===== src/rtl/vram_pkg.sv =====
// vram_pkg: frame-buffer geometry, coordinate/pixel types and the arbiter state
// encoding shared by vram_arbiter and its line buffer.
package vram_pkg;

    localparam int unsigned H_PIXELS = 128;
    localparam int unsigned V_LINES  = 64;
    localparam int unsigned PIX_W    = 2;
    localparam int unsigned HPOS_W   = $clog2(H_PIXELS);
    localparam int unsigned VPOS_W   = $clog2(V_LINES);

    typedef logic [HPOS_W-1:0] hpos_t;
    typedef logic [VPOS_W-1:0] vpos_t;
    typedef logic [PIX_W-1:0]  pixel_t;

    localparam hpos_t HPOS_LAST = hpos_t'(H_PIXELS - 1);

    typedef enum logic [2:0] {
        ST_IDLE,
        ST_CPU_WR,
        ST_CPU_RD,
        ST_CPU_RMW,
        ST_LINE_FETCH,
        ST_LINE_DRAIN
    } arb_state_t;

endpackage


===== src/rtl/line_buffer.sv =====
// line_buffer: two H_PIXELS-deep pixel banks; the fetch writes the back bank while
// scanout reads the front bank through a registered port. bank_sel names the front bank.
module line_buffer
    import vram_pkg::*;
(
    input  logic              clk,
    input  logic              rst_n,
    input  logic              bank_sel,
    input  logic              wr_en,
    input  logic [HPOS_W-1:0] wr_hpos,
    input  logic [PIX_W-1:0]  wr_pixel,
    input  logic [HPOS_W-1:0] rd_hpos,
    output logic [PIX_W-1:0]  rd_pixel
);

    pixel_t bank0_q [H_PIXELS];
    pixel_t bank1_q [H_PIXELS];
    pixel_t rd_pixel_q;

    // Storage is intentionally left out of reset.
    always_ff @(posedge clk) begin
        if (wr_en) begin
            if (bank_sel) begin
                bank0_q[wr_hpos] <= wr_pixel;
            end else begin
                bank1_q[wr_hpos] <= wr_pixel;
            end
        end
    end

    always_ff @(posedge clk or negedge rst_n) begin
        if (!rst_n) begin
            rd_pixel_q <= '0;
        end else begin
            rd_pixel_q <= bank_sel ? bank1_q[rd_hpos] : bank0_q[rd_hpos];
        end
    end

    assign rd_pixel = rd_pixel_q;

endmodule


===== src/rtl/vram_arbiter.sv =====
// vram_arbiter: shares the single-port video RAM between CPU pixel writes and scanout
// line prefetch. Define VRAM_XOR_EN for XOR-draw (read-modify-write) with collision flag.
module vram_arbiter
    import vram_pkg::*;
(
    input  logic              clk,
    input  logic              rst_n,
    input  logic              cpu_req,
    input  logic [HPOS_W-1:0] cpu_hpos,
    input  logic [VPOS_W-1:0] cpu_vpos,
    input  logic [PIX_W-1:0]  cpu_pixel,
    output logic              cpu_ack,
    output logic              cpu_collision,
    input  logic              cpu_collision_clr,
    input  logic              line_req,
    input  logic [VPOS_W-1:0] line_vpos,
    output logic              line_busy,
    output logic              line_done,
    input  logic [HPOS_W-1:0] lb_rd_hpos,
    output logic [PIX_W-1:0]  lb_rd_pixel,
    output logic [HPOS_W-1:0] vram_hpos,
    output logic [VPOS_W-1:0] vram_vpos,
    output logic [PIX_W-1:0]  vram_pixeli,
    input  logic [PIX_W-1:0]  vram_pixelo,
    output logic              vram_we
);

    arb_state_t state_q;
    hpos_t      vram_hpos_q;
    vpos_t      vram_vpos_q;
    pixel_t     vram_pixeli_q;
    logic       vram_we_q;
    logic       cpu_ack_q;
    logic       line_pend_q;
    vpos_t      line_vpos_q;
    logic       line_done_q;
    logic       bank_sel_q;

    logic       line_accept;
    logic       lb_wr_en;
    hpos_t      lb_wr_hpos;

    assign line_accept = line_req && !line_pend_q;

    // Read data trails the address by one cycle, so each fetch cycle stores the
    // previous column; the drain cycle stores the last one.
    assign lb_wr_en   = ((state_q == ST_LINE_FETCH) && (vram_hpos_q != '0)) ||
                        (state_q == ST_LINE_DRAIN);
    assign lb_wr_hpos = (state_q == ST_LINE_DRAIN) ? HPOS_LAST : (vram_hpos_q - hpos_t'(1));

    always_ff @(posedge clk or negedge rst_n) begin
        if (!rst_n) begin
            state_q       <= ST_IDLE;
            vram_hpos_q   <= '0;
            vram_vpos_q   <= '0;
            vram_pixeli_q <= '0;
            vram_we_q     <= 1'b0;
            cpu_ack_q     <= 1'b0;
            line_pend_q   <= 1'b0;
            line_vpos_q   <= '0;
            line_done_q   <= 1'b0;
            bank_sel_q    <= 1'b0;
        end else begin
            cpu_ack_q   <= 1'b0;
            line_done_q <= 1'b0;

            if (line_accept) begin
                line_pend_q <= 1'b1;
                line_vpos_q <= line_vpos;
            end

            case (state_q)
                ST_IDLE: begin
                    // A request arriving this very cycle already beats the CPU.
                    if (line_pend_q || line_req) begin
                        state_q     <= ST_LINE_FETCH;
                        vram_hpos_q <= '0;
                        vram_vpos_q <= line_pend_q ? line_vpos_q : line_vpos;
                        vram_we_q   <= 1'b0;
                    end else if (cpu_req) begin
                        vram_hpos_q   <= cpu_hpos;
                        vram_vpos_q   <= cpu_vpos;
                        vram_pixeli_q <= cpu_pixel;
`ifdef VRAM_XOR_EN
                        state_q       <= ST_CPU_RD;
                        vram_we_q     <= 1'b0;
`else
                        state_q       <= ST_CPU_WR;
                        vram_we_q     <= 1'b1;
                        cpu_ack_q     <= 1'b1;
`endif
                    end
                end
                ST_CPU_WR: begin
                    state_q   <= ST_IDLE;
                    vram_we_q <= 1'b0;
                end
`ifdef VRAM_XOR_EN
                ST_CPU_RD: begin
                    state_q   <= ST_CPU_RMW;
                    vram_we_q <= 1'b1;
                    cpu_ack_q <= 1'b1;
                end
                ST_CPU_RMW: begin
                    state_q   <= ST_IDLE;
                    vram_we_q <= 1'b0;
                end
`endif
                ST_LINE_FETCH: begin
                    if (vram_hpos_q == HPOS_LAST) begin
                        state_q <= ST_LINE_DRAIN;
                    end else begin
                        vram_hpos_q <= vram_hpos_q + hpos_t'(1);
                    end
                end
                ST_LINE_DRAIN: begin
                    state_q     <= ST_IDLE;
                    bank_sel_q  <= ~bank_sel_q;
                    line_pend_q <= 1'b0;
                    line_done_q <= 1'b1;
                end
                default: begin
                    state_q   <= ST_IDLE;
                    vram_we_q <= 1'b0;
                end
            endcase
        end
    end

`ifdef VRAM_XOR_EN
    logic collision_q;

    always_ff @(posedge clk or negedge rst_n) begin
        if (!rst_n) begin
            collision_q <= 1'b0;
        end else if ((state_q == ST_CPU_RMW) && (vram_pixelo != '0) && (vram_pixeli_q != '0)) begin
            collision_q <= 1'b1;
        end else if (cpu_collision_clr) begin
            collision_q <= 1'b0;
        end
    end

    // RAM read data only exists during the RMW cycle, so the XOR is applied on the way out.
    assign vram_pixeli   = (state_q == ST_CPU_RMW) ? (vram_pixelo ^ vram_pixeli_q) : vram_pixeli_q;
    assign cpu_collision = collision_q;
`else
    logic unused_collision_clr;
    assign unused_collision_clr = cpu_collision_clr;
    assign vram_pixeli          = vram_pixeli_q;
    assign cpu_collision        = 1'b0;
`endif

    assign vram_hpos = vram_hpos_q;
    assign vram_vpos = vram_vpos_q;
    assign vram_we   = vram_we_q;
    assign cpu_ack   = cpu_ack_q;
    assign line_busy = line_pend_q;
    assign line_done = line_done_q;

    line_buffer u_line_buffer (
        .clk      (clk),
        .rst_n    (rst_n),
        .bank_sel (bank_sel_q),
        .wr_en    (lb_wr_en),
        .wr_hpos  (lb_wr_hpos),
        .wr_pixel (vram_pixelo),
        .rd_hpos  (lb_rd_hpos),
        .rd_pixel (lb_rd_pixel)
    );

endmodule


===== config.mk =====
export PLATFORM = sky130hd
export DESIGN_NAME = vram_arbiter
export DESIGN_NICKNAME = d
export VERILOG_FILES = /design/src/rtl/vram_pkg.sv /design/src/rtl/line_buffer.sv /design/src/rtl/vram_arbiter.sv
export SDC_FILE = /design/constraint.sdc
export NUM_CORES = 1
export LEC_CHECK = 0
export CORE_MARGIN = 3
export CORE_UTILIZATION = 60
export DETAILED_ROUTE_END_ITERATION = 10
export HOLD_SLACK_MARGIN = 0.12
export PLACE_DENSITY = 0.78
export SLEW_MARGIN = 5
export SYNTH_ARGS = -nofsm -noshare
export SYNTH_HDL_FRONTEND = slang
export SYNTH_HIERARCHICAL = 1
export SYNTH_SLANG_ARGS = --single-unit

===== constraint.sdc =====
create_clock -name clk -period 3.5 [get_ports clk]
set_clock_uncertainty 0.15 [all_clocks]
set_input_delay 0.7 -clock clk [delete_from_list [all_inputs] [get_ports clk]]
set_output_delay 0.7 -clock clk [all_outputs]
set_load 0.005 [all_outputs]

# After elaboration in Yosys (flattened, before gate mapping)
# Memory sizes are Yosys's and may differ from the RTL's.
# Cells that the tools add are included.
dict set report totals {
  reg_bits 31
  ram_bits 512
  word_cells 68
  memories 2
}
dict set report op_classes {
  add_sub_neg 2
  n_eq_ne 6
  mux 28
  bitwise_logic 3
  reduce_logical 16
}
# memory words width read_ports rd_ports_with_merged_regs write_ports line_no
set memory_table {}
lappend memory_table {u_line_buffer.bank0_q 128 2 1 0 1 line_buffer.sv:16} ;# pixel_t bank0_q [H_PIXELS];
lappend memory_table {u_line_buffer.bank1_q 128 2 1 0 1 line_buffer.sv:17} ;# pixel_t bank1_q [H_PIXELS];
# op count
set op_table {}
lappend op_table {{2-to-1 mux 7 bit} 4}
lappend op_table {{2-to-1 mux 6 bit} 3}
lappend op_table {{2-to-1 mux 1 bit} 14}
lappend op_table {{one-hot mux 7 bit (2 select lines)} 1}
lappend op_table {{2-to-1 mux 3 bit} 3}
lappend op_table {{adder 7 x 1 -> 7 bit, second input constant} 1}
lappend op_table {{equality test 7 bit, second input constant} 1}
lappend op_table {{nonzero test 7 bit} 1}
lappend op_table {{subtractor 7 x 1 -> 7 bit, second input constant} 1}
lappend op_table {{equality test 3 bit, second input constant} 2}
lappend op_table {{one-hot mux 3 bit (2 select lines)} 1}
lappend op_table {{AND reduction 2 bit} 3}
lappend op_table {{AND reduction 3 bit} 2}
lappend op_table {{nonzero test 2 bit} 3}
lappend op_table {{logical NOT 3 bit} 1}
lappend op_table {{inequality test 3 bit, second input constant} 1}
lappend op_table {{NOT 1 bit} 3}
lappend op_table {{logical AND 1 bit} 2}
lappend op_table {{logical OR 1 bit} 2}
lappend op_table {{2-to-1 mux 2 bit} 1}
lappend op_table {{inequality test 2 x 1 -> 1 bit, second input constant} 1}
lappend op_table {{inequality test 2 bit, second input constant} 1}
lappend op_table {{one-hot mux 1 bit (2 select lines)} 1}
lappend op_table {{OR reduction 2 bit} 1}
lappend op_table {{logical NOT 1 bit} 1}

# Depth between registers and ports, before layout
# Gate-level depths: netlist (run 1).
dict set report depth {
  word_depth 5
  ltp_mapped 10
  mapped_depth_nobuf 8
}

# By module
# The synthesis (run 1) kept the hierarchy.
# module instances cells_each area_each_um2
set by_module_without_submodules {}
lappend by_module_without_submodules {line_buffer 1 1264 21479.4}
lappend by_module_without_submodules {vram_arbiter 1 159 1577.8}

# Least setup slack after synthesis (run 1)
# Ideal clock, no wire load.
dict set report synth_timing {
  kind {register to register}
  start {register vram_hpos_q[4] (netlist: vram_hpos[4])}
  end {memory u_line_buffer/bank1_q[88][0] in the netlist's numbering (enable)}
  t_arrival_ps 2303
  setup_slack_ps 738
  path_stages_with_launch 9
  n_path_buf 2
  synth_period_minus_slack_ps 2762
  path_cell_list {dfrtp_1 buf_2 nor4_1 a21oi_1 o21ai_0 nor2b_1 nand3_1 clkbuf_1 nor2_1}
}
dict set report synth_between {
  word_cells_on_any_way 7
}
# element line_no
set synth_lines {}
lappend synth_lines {{start: declaration} vram_arbiter.sv:29} ;# hpos_t vram_hpos_q;
lappend synth_lines {{start signal: assignment} vram_arbiter.sv:81} ;# vram_hpos_q <= cpu_hpos;
lappend synth_lines {{start signal: assignment} vram_arbiter.sv:113} ;# vram_hpos_q <= vram_hpos_q + hpos_t'(1);
lappend synth_lines {{subtractor 7 x 1 -> 7 bit} vram_arbiter.sv:49} ;# assign lb_wr_hpos = (state_q == ST_LINE_DRAIN) ? HPOS_LAST : (vram_hpos_q - hpos_t'(1));
lappend synth_lines {{2-to-1 mux 7 bit} vram_arbiter.sv:49}
lappend synth_lines {{net lb_wr_hpos[6]} vram_arbiter.sv:41} ;# hpos_t lb_wr_hpos;
lappend synth_lines {{end: declaration} line_buffer.sv:17}
# The timed path passes the listed nets, and every way through them passes these cells.

# Worst setup path after layout (run 1)
dict set report layout_timing {
  start {register vram_hpos_q[0] (netlist: vram_hpos[0])}
  end {memory u_line_buffer/bank1_q[19][0] in the netlist's numbering (enable)}
}
# The elaborated chain is that of the path after synthesis.

==> summary.md, run 1 <==
| Metric | Value |
|---|---|
| CP startpoint | vram_hpos[0]$_DFFE_PN0P_ |
| Post-synthesis cell area | 0.0231 mm2 |
| Crit path required time | 3590 ps |
| Fillers | 2355 |
| Synth top area share | 0.667 |
| Max transition margin | 0.520 |
| Asr flop ratio synth | 0.0554 |
| Worst r2r path cells | 7 |
| Worst-Margin Slew | 720 ps |
| Initial Util | 0.611 |
| Vias in the first global route | 13700 |
| P&R area growth vs syn | 12.3% |
| R2R Path End | u_line_buffer/bank1_q[19][0]$_DFFE_PP_ |
| Final Non-Filler Cells | 2071 |
| Synthesized area per cell | 16.2 um2 |
| CTS sink count | 542 |
| Lkg Pwr | 8.62 nW |
| Power Dens Cells | 625 mW/mm2 |
| GRT overflow | 0 |
| Drt pass-1 iters | 6 |
| Compound-cell area share of the yosys netlist | 0.0543 |
| Adder-cell share of the synthesized area | 0.00163 |
| Reg2Reg Setup Slack | 450 ps |
| Critical path capture point | u_line_buffer/bank1_q[19][0]$_DFFE_PP_ |
| Vias per inst | 6.38 |
| H-tree depth | 2 |
| Largest area contributor in the netlist | edfxtp_1 |
| Detailed Place HPWL | 32.6 mm |
| Final wirelength | 51.5 mm |
| Antenna violations before repair | 0 |
| Ys Warns | 6 |
| Largest family of logic cells by synthesized area | multiplexers |
| Routability cong. | 0.848 |
| Post-CTS Hold Buffers | 0 |
| Worst r2r src | vram_hpos[0]$_DFFE_PN0P_ |
| Post-synthesis mux area share | 0.136 |
| Clock transition at the registers of the reported paths | 60 ps |
| Synth Register Bits | 542 |
| Worst-Skew Late Latency | 560 ps |
| Sequential area share after synthesis | 0.699 |
| Num CTS Buffers | 52 |
| Arrival @ worst endpoint | 3150 ps |
| I/O Buffers | 54 |
| Core Region | 0.0378 mm2 |
| Final setup fails | 0 |
| Crit path kind | reg2reg |
| Main synth FF type | edfxtp_1 |
| Layout cells sized above 1 | 0.157 |
| CTS tree | built |
| Fin. max-slew vios | 0 |
| Die Y | 202 um |
| Setup repair after global routing missed its margin | no |
| Overall Power | 16.2 mW |
| Largest cells by area after synthesis | edfxtp_1 (67%), mux4_2 (5.1%), nor2_1 (4.7%) |
| Worst setup EP type | flip-flop |
| Final Hold Fails | 0 |
| Number of remaining DRC errors | 0 |
| Antenna cell count | 0 |
| Synth Area in Simple Gates | 0.0740 |
| Worst setup SP type | flip-flop |
| First-pass GRT wire length | 78.9 mm |
| Setup Total Neg Slack | 0 ps |
| Number of flops mapped to enable cells by yosys | 512 |
| Gr usage total | 0.255 |
| Die area | 0.0408 mm2 |
| Part of the cycle the worst path needs | 0.873 |
| Cell Rows | 71 |
| XOR/XNOR share of the synthesized area | 0.00152 |
| Via count | 13200 |
| Largest net degree at the start of global routing | 90 |
| # nets final | 1557 |
| Root Buffer | clkbuf_16 |
| PostCTS Resize Cnt | 0 |
| Status | completed |
| Most common cell after layout, fill and taps aside | edfxtp_1 |
| Post-route ant nets | 0 |
| Final Util | 0.686 |
| Routed wire per std cell | 24.9 um |
| Synth unique cells | 71 |
| Io pins | 57 |
| Crit Path Max Fanout | 16 |
| Total setup buffers inserted after CTS | 0 |
| Drt initial violations | 1661 |
| CTS max path bufs | 3 |
| Max Fclk | 0.327 GHz |
| Most frequent cells in the layout | edfxtp_1 (512), nor2_1 (288), mux2i_1 (98) |
| Max Cap Viol | 0 |
| Tmin final | 3050 ps |
| Hold/Removal Path Class | reg2reg |
| Post-Synthesis Cells | 1423 |
| Syn nets | 1461 |
| Die Width | 202 um |
| # placed instances | 1976 |
| Max VDD drop | 0.000457 V |
## power breakdown
group          internal (mW)  switching (mW)  leakage, nW
clock network           3.18            2.26        0.831
logic                  0.999            2.10         2.81
registers               7.42           0.220         4.97
total                   11.6            4.58         8.62
## worst max-delay path, cell delays in order, from the launching register on
cell and delay (ps):
dfrtp_1 550, inv_1 140, ha_1 280, and3_1 180
o21ai_0 330, nor2b_1 320, nand2_1 450, nor2_1 350
## synthesized netlist by cell type (3+ instances only)
master / count
a211oi_1: 9
a21oi_1: 36
a221oi_1: 5
a221oi_2: 5
a22oi_1: 9
a31oi_1: 9
and2_1: 4
and3_1: 6
buf_12: 7
buf_2: 13
buf_4: 3
buf_6: 10
buf_8: 7
clkbuf_1: 47
clkbuf_8: 8
dfrtp_1: 30
edfxtp_1: 512
ha_1: 3
inv_1: 5
mux2_2: 8
mux2i_1: 98
mux4_1: 34
mux4_2: 52
nand2_1: 64
nand2b_1: 3
nand3_1: 11
nand3b_1: 5
nor2_1: 288
nor2b_1: 11
nor3_1: 5
nor3b_1: 4
o211ai_1: 8
o21a_1: 4
o21ai_0: 8
o21bai_1: 4
o221ai_1: 27
o22ai_1: 18
xnor2_1: 4
## logic make-up (layout without fill, tap and decap cells)
group                    Yosys count  count (layout)
multiplexers                     192             192
XOR/XNOR                           4               4
buffers and inverters            103             240
AO/OA/AOI/OAI                    166             166
AND/OR/NAND/NOR                  412             412
adder cells (fa/ha/maj)            3               3
other                              1               1
flip-flops                       542             542
## worst min-delay path by stage
stage,start,end,slack [ps],depth (start not counted)
after floorplan,rst_n,bank_sel_q$_DFFE_PN0P_,250,0
after global placement,vram_vpos[4]$_DFFE_PN0P_,vram_vpos[4]$_DFFE_PN0P_,320,2
after detailed placement,vram_vpos[5]$_DFFE_PN0P_,vram_vpos[5]$_DFFE_PN0P_,330,2
after CTS,vram_vpos[4]$_DFFE_PN0P_,vram_vpos[4]$_DFFE_PN0P_,350,2
after global routing,vram_vpos[5]$_DFFE_PN0P_,vram_vpos[5]$_DFFE_PN0P_,380,2
final,vram_vpos[4]$_DFFE_PN0P_,vram_vpos[4]$_DFFE_PN0P_,350,2
## final cells by class
| type | count | area [um2] | area share |
|---|---|---|---|
| tap | 511 | 639 | 0.0247 |
| timing repair buffer | 139 | 1260 | 0.0486 |
| clock inverter | 21 | 176 | 0.00682 |
| clock buffer | 74 | 1500 | 0.0578 |
| inverter | 6 | 22.5 | 0.000870 |
| multi-input combinational | 778 | 6170 | 0.238 |
| sequential | 542 | 16100 | 0.623 |
## state kept, by name, indices dropped and copies added, names as in the netlist
name and cells:
vram_pixeli 2, bank_sel_q 1, cpu_ack 1, line_busy 1
vram_hpos 7, u_line_buffer/bank1_q 256, vram_vpos 6, u_line_buffer/rd_pixel 2
line_vpos_q 6, state_q 2, vram_we 1, u_line_buffer/bank0_q 256
line_done 1
## routing by layer
metal,GRT usage,share of wire
met1,0.339,0.38
met2,0.420,0.49
met3,0.0464,0.084
met4,0.109,0.042
met5,0,0
## stage by stage
step                worst slack (ps)  hold slack [ps]  area, um2
floorplan                        738              254      23100
global placement                 358              322      24200
detailed placement               270              333      24200
CTS                              507              353      25900
global route                     170              380      25900
finish                           445              353      25900
Power figures use the tool's default switching activity.
==> run 2: changes to the inputs <==
- TNS_END_PERCENT: unset -> 10
==> results of run 2 <==
Same layout as run 1: the final DEF is identical, and so are final timing and power.
